File: config.mk
export PLATFORM = sky130hd
export DESIGN_NAME = bcd_conv_scheduler
export DESIGN_NICKNAME = d
export VERILOG_FILES = /design/src/rtl/bcd_conv_scheduler_pkg.sv /design/src/rtl/bcd_conv_scheduler_bin2bcd.sv /design/src/rtl/bcd_conv_scheduler.sv
export SDC_FILE = /design/constraint.sdc
export NUM_CORES = 1
export LEC_CHECK = 0
export ABC_AREA = 0
export CORE_MARGIN = 8
export CORE_UTILIZATION = 55
export CTS_BUF_LIST = sky130_fd_sc_hd__clkbuf_8
export CTS_CLUSTER_DIAMETER = 80
export DETAILED_ROUTE_END_ITERATION = 16
export GPL_ROUTABILITY_DRIVEN = 0
export GPL_TIMING_DRIVEN = 1
export HOLD_SLACK_MARGIN = 0.02
export PLACE_DENSITY = 0.95
export SETUP_SLACK_MARGIN = 0.15
export SYNTH_ARGS = -nofsm -noshare
export SYNTH_HDL_FRONTEND = slang
export SYNTH_SLANG_ARGS = --single-unit
export TNS_END_PERCENT = 20
File: constraint.sdc
create_clock -name clock -period 5 [get_ports clock]
set_input_delay 0.75 -clock clock [delete_from_list [all_inputs] [get_ports clock]]
set_output_delay 0.75 -clock clock [all_outputs]
set_load 0.01 [all_outputs]
File: src/rtl/bcd_conv_scheduler_pkg.sv
// Shared constants and FSM encoding for the BCD conversion scheduler.
// The converter is serial, so several requesters take turns on one instance.
package bcd_conv_scheduler_pkg;

  localparam int unsigned NumCh         = 4;
  localparam int unsigned OperandW      = 7;
  localparam int unsigned TimeoutCycles = 63;
  localparam int unsigned SatLimit      = 99;
  localparam int unsigned BcdW          = 8;

  typedef enum logic [1:0] {
    StIdle  = 2'd0,
    StStart = 2'd1,
    StWait  = 2'd2,
    StStore = 2'd3
  } state_e;

  // Two BCD digits can hold at most SatLimit.
  function automatic int unsigned saturate(input int unsigned value);
    return (value > SatLimit) ? SatLimit : value;
  endfunction

endpackage

File: src/rtl/bcd_conv_scheduler_bin2bcd.sv
// Serial double-dabble binary-to-BCD converter: one shift per cycle after start,
// pronto is high for one cycle once all W bits have been shifted in.
module bcd_conv_scheduler_bin2bcd #(
  parameter int unsigned W = 7,
  parameter int unsigned N = 8
) (
  input  logic         clock,
  input  logic         reset,
  input  logic         start,
  input  logic [W-1:0] bin,
  output logic         pronto,
  output logic [N-1:0] bcd
);

  localparam int unsigned CW = $clog2(W + 1);

  logic [N+W-1:0] sreg_q, sreg_d;
  logic [N+W-1:0] adj;
  logic [CW-1:0]  cnt_q, cnt_d;
  logic           active_q, active_d;

  always_comb begin
    sreg_d   = sreg_q;
    cnt_d    = cnt_q;
    active_d = active_q;
    adj      = sreg_q;
    for (int d = 0; d < int'(N / 4); d++) begin
      if (adj[W+4*d +: 4] >= 4'd5) begin
        adj[W+4*d +: 4] = adj[W+4*d +: 4] + 4'd3;
      end
    end
    if (start) begin
      sreg_d   = {{N{1'b0}}, bin};
      cnt_d    = CW'(W);
      active_d = 1'b1;
    end else if (active_q) begin
      if (cnt_q != '0) begin
        sreg_d = {adj[N+W-2:0], 1'b0};
        cnt_d  = cnt_q - 1'b1;
      end else begin
        active_d = 1'b0;
      end
    end
  end

  always_ff @(posedge clock) begin
    if (reset) begin
      sreg_q   <= '0;
      cnt_q    <= '0;
      active_q <= 1'b0;
    end else begin
      sreg_q   <= sreg_d;
      cnt_q    <= cnt_d;
      active_q <= active_d;
    end
  end

  assign pronto = active_q && (cnt_q == '0);
  assign bcd    = sreg_q[N+W-1:W];

endmodule

File: src/rtl/bcd_conv_scheduler.sv
// Round-robin scheduler sharing one serial binary-to-BCD converter among NUM_CH
// requesters, with per-channel result slots, saturation flags and a wait timeout.
module bcd_conv_scheduler
  import bcd_conv_scheduler_pkg::*;
#(
  parameter int unsigned NUM_CH  = NumCh,
  parameter int unsigned W       = OperandW,
  parameter int unsigned TIMEOUT = TimeoutCycles
) (
  input  logic                        clock,
  input  logic                        reset,
  input  logic [NUM_CH-1:0]           req,
  input  logic [NUM_CH*W-1:0]         binary,
  output logic [NUM_CH-1:0]           ack,
  output logic [NUM_CH*BcdW-1:0]      bcd,
  output logic [NUM_CH-1:0]           valid,
  output logic [NUM_CH-1:0]           ovf,
  output logic                        busy,
  output logic [$clog2(NUM_CH)-1:0]   grant,
  output logic                        erro
);

  localparam int unsigned GW = $clog2(NUM_CH);
  localparam int unsigned TW = $clog2(TIMEOUT + 1);

  state_e                   state_q, state_d;
  logic [GW-1:0]            grant_q, grant_d;
  logic [W-1:0]             op_q, op_d;
  logic                     sat_q, sat_d;
  logic [TW-1:0]            tcnt_q, tcnt_d;
  logic [NUM_CH-1:0]        ack_q, ack_d;
  logic [NUM_CH-1:0]        valid_q, valid_d;
  logic [NUM_CH-1:0]        ovf_q, ovf_d;
  logic [NUM_CH*BcdW-1:0]   bcd_q, bcd_d;
  logic                     erro_q, erro_d;

  logic [GW-1:0]            rr_sel;
  logic                     rr_found;
  logic [W-1:0]             rr_op;

  logic                     conv_start;
  logic                     conv_pronto;
  logic [BcdW-1:0]          conv_bcd;

  // Search starts one past the last served channel so a held request cannot starve others.
  always_comb begin
    rr_sel   = grant_q;
    rr_found = 1'b0;
    for (int i = 1; i <= int'(NUM_CH); i++) begin
      if (!rr_found && req[(int'(grant_q) + i) % int'(NUM_CH)]) begin
        rr_sel   = GW'((int'(grant_q) + i) % int'(NUM_CH));
        rr_found = 1'b1;
      end
    end
    rr_op = binary[int'(rr_sel)*W +: W];
  end

  always_comb begin
    state_d = state_q;
    grant_d = grant_q;
    op_d    = op_q;
    sat_d   = sat_q;
    tcnt_d  = tcnt_q;
    ack_d   = '0;
    bcd_d   = bcd_q;
    valid_d = valid_q;
    ovf_d   = ovf_q;
    erro_d  = erro_q;
    unique case (state_q)
      StIdle: begin
        if (rr_found) begin
          grant_d = rr_sel;
          sat_d   = (32'(rr_op) > SatLimit);
          op_d    = W'(saturate(32'(rr_op)));
          state_d = StStart;
        end
      end
      StStart: begin
        tcnt_d  = '0;
        state_d = StWait;
      end
      StWait: begin
        if (conv_pronto) begin
          bcd_d[int'(grant_q)*BcdW +: BcdW] = conv_bcd;
          valid_d[grant_q] = 1'b1;
          ovf_d[grant_q]   = sat_q;
          ack_d[grant_q]   = 1'b1;
          state_d          = StStore;
        end else begin
          tcnt_d = tcnt_q + 1'b1;
          if (32'(tcnt_q) + 32'd1 >= TIMEOUT) begin
            // Requester is released with an ack but its slot keeps the old result.
            erro_d         = 1'b1;
            ack_d[grant_q] = 1'b1;
            state_d        = StIdle;
          end
        end
      end
      StStore: begin
        state_d = StIdle;
      end
      default: begin
        state_d = StIdle;
      end
    endcase
  end

  always_ff @(posedge clock) begin
    if (reset) begin
      state_q <= StIdle;
      grant_q <= GW'(NUM_CH - 1);
      op_q    <= '0;
      sat_q   <= 1'b0;
      tcnt_q  <= '0;
      ack_q   <= '0;
      bcd_q   <= '0;
      valid_q <= '0;
      ovf_q   <= '0;
      erro_q  <= 1'b0;
    end else begin
      state_q <= state_d;
      grant_q <= grant_d;
      op_q    <= op_d;
      sat_q   <= sat_d;
      tcnt_q  <= tcnt_d;
      ack_q   <= ack_d;
      bcd_q   <= bcd_d;
      valid_q <= valid_d;
      ovf_q   <= ovf_d;
      erro_q  <= erro_d;
    end
  end

  assign conv_start = (state_q == StStart);

  bcd_conv_scheduler_bin2bcd #(
    .W (W),
    .N (BcdW)
  ) u_bin2bcd (
    .clock  (clock),
    .reset  (reset),
    .start  (conv_start),
    .bin    (op_q),
    .pronto (conv_pronto),
    .bcd    (conv_bcd)
  );

  assign ack   = ack_q;
  assign bcd   = bcd_q;
  assign valid = valid_q;
  assign ovf   = ovf_q;
  assign busy  = (state_q != StIdle);
  assign grant = grant_q;
  assign erro  = erro_q;

endmodule

==> reports/qor.yml <==
sta:
  worstMarginPinSlew_ns: 1.07
  finalSetupViolCount: 0
  fmax_mhz: 238
  hold_violations: 0
  fin_crit_ns: 4.19
  rsz0062_at_grt: "no"
  clock_skew_ns: 0.0155
  final.setup.tns_ns: 0
  max_slew_margin_pct: 28.1
  finalCritPeriodShare_pct: 83.9
  final_max_slew_viol_count: 0
drt:
  wirelength_mm: 9.95
  dr.first_iter.drc_count: 205
  detail_route.first_pass.iterations: 5
  vias: 3747
  wl_per_cell_um: 15.5
  viasPerCell: 5.82
  postRouteAntennaNets: 0
  drc: 0
synth:
  ys_seq_area_share_pct: 41.7
  synth.net_count: 526
  avgSynthCellArea_um2: 8.27
  synth_top_cells_by_area: "dfxtp_1, a21oi_1, nand2_1"
  syn_inst: 476
  synth_top_area_share_pct: 41.7
  ys.flop_type: "dfxtp_1"
  netlist_area_um2: 3940
  async_reset_ff_share_pct: 0
  synth_edf_count: 0
  ys.warnings.count: 0
  synth_seq_cells: 82
  synth_cell_types: 47
  yosysTopAreaCell: "dfxtp_1"
floorplanning:
  die_h_um: 101
  rows: 31
  start_util_pct: 55.4
  die_w_um: 101
  io_pins: 82
  core_area_um2: 7100
  die_area_um2: 10100
layout:
  final_nets: 590
  diodes: 0
  layout_commonest_cell: "dfxtp_1"
  drive_above_1_share_pct: 5.32
  syn2layout_area_growth_pct: 26.5
  final_cell_mix: "dfxtp_1, clkdlybuf4s50_1, a21oi_1"
placed_design:
  portBuffers: 81
  hpwl_mm: 7.28
global_route:
  grt_pass1_vias: 3617
  grt_util_all_layers_pct: 20.1
  grt_pass1_wl_mm: 16.5
  grt.overflow.total: 0
  grt_antenna_before_repair: 0
  grt_max_degree: 67
cts:
  path_clk_slew_ns: 0.09
  clock_path_buffers: 2
  clock-root-buffer: "clkbuf_8"
  cts_made_buffers: 9
  cts-resized-gates: 0
  worstSkewPairLatency_ns: 0.36
  cts_max_level: 3
  cts_tree: "built"
  postCtsSetupBuffers: 0
  hold_buffers: 0
  clkSinkCount: 82
hold_path:
  hp-class: "reg -> reg"
critical_path:
  cp_max_fo: 21
  worst_ep_required_time_ns: 5.25
  path_class: "reg -> reg"
  cp-end-kind: "flop"
  crit_arrival_ns: 4.44
  critical_path.startpoint_type: "flop"
pwr:
  combPwrFrac_pct: 35.1
  p_per_area_nw_per_um2: 409
  clkPwrFrac_pct: 26.8
  power_frac_seq_pct: 38.1
  p_total_mw: 2.04
  p_leak_nw: 1.80
  p_sw_share_pct: 34.4
  vdd_ir_drop_max_mv: 0.410
  power.internal_mw: 1.34
  netSwitchingPower_mw: 0.702
run:
  cap_viol_max_count: 0
status:
  run_status: "finished clean"
-- routing by layer --
layer	global-route usage (%)	part of all wire, %
met4	9.65	2.6
met3	3.94	7.5
met2	36.1	49
met1	22.0	41
met5	0	0
-- per-stage QoR --
step                hold slack (ns)  setup slack [ns]  cells  util, %  area [um2]
floorplan                     0.432              1.51    476        -        3940
CTS                           0.458             0.921    644     70.1        4980
finish                        0.458             0.807    644     70.1        4980
detailed placement            0.445             0.936    628     66.9        4750
global placement              0.439              1.23    628     66.9        4750
global route                  0.477             0.628    644     70.1        4980
-- power by group through the flow --
stage                     clock [mW]  sequential (mW)  combinational [mW]
after floorplan                    0            0.762               0.573
after global placement             0            0.785               0.664
after detailed placement           0            0.788               0.702
after CTS                      0.553            0.774               0.705
after global routing           0.577            0.786               0.769
final                          0.546            0.777               0.714
-- logic make-up (layout without fill, tap and decap cells) --
group,Yosys count,after routing,share of synthesized area (%)
flops,82,82,41.7
fa+ha+maj,17,17,5.34
simple gates,195,195,22.4
compound gates,113,113,17.2
buf+inv,49,118,5.25
xor+xnor,5,5,1.11
mux,15,15,6.93
-- final timing paths --
path	depth (start not counted)	end	slack (ns)	startpoint
worst max register to register	10	op_q[1]	0.81	grant[0]
worst max-delay path	10	op_q[1]	0.81	grant[0]
worst min-delay path	2	bcd[11]	0.46	bcd[11]
worst min register to register	2	bcd[11]	0.46	bcd[11]
-- cells in the mapped netlist, drive strengths merged (2+ instances only) --
cell type / instances
and3: 3
o41ai: 2
inv: 18
a221o: 2
ha: 16
nor2b: 3
dfxtp: 82
o21ai: 12
a21o: 2
a311oi: 7
o311a: 2
nand3b: 2
mux4: 8
a22oi: 2
a21oi: 68
xnor2: 4
clkbuf: 24
nand3: 44
nor4: 3
mux2: 3
and2: 11
nand2b: 8
a211oi: 4
nor3: 6
buf: 7
mux2i: 4
a22o: 3
nand2: 61
nor2: 53
-- critical path: stages, from the launching register on --
cell	delay [ns]
dfxtp_1	0.80
inv_1	0.30
ha_1	0.52
nor2b_1	0.22
a22oi_1	0.24
a21boi_0	0.20
o21ai_0	0.30
and2_4	0.29
mux4_2	0.53
o311a_1	0.40
a221o_1	0.26
-- layout make-up --
| type | instances | area (um2) |
|---|---|---|
| Fill cell | 515 | 2120 |
| Sequential cell | 82 | 1640 |
| Tap cell | 99 | 124 |
| Clock buffer | 9 | 124 |
| Timing Repair Buffer | 84 | 828 |
| Inverter | 18 | 67.6 |
| Clock inverter | 7 | 106 |
| Multi-Input combinational cell | 345 | 2090 |
-- registers in the layout, indices dropped and copies added, names as in the netlist, 2 cells and up --
register and count:
bcd 32, u_bin2bcd.sreg_q 15, op_q 7, tcnt_q 6
ack 4, ovf 4, valid 4, u_bin2bcd.cnt_q 3
grant 2, state_q 2
Power figures use the tool's default switching activity.
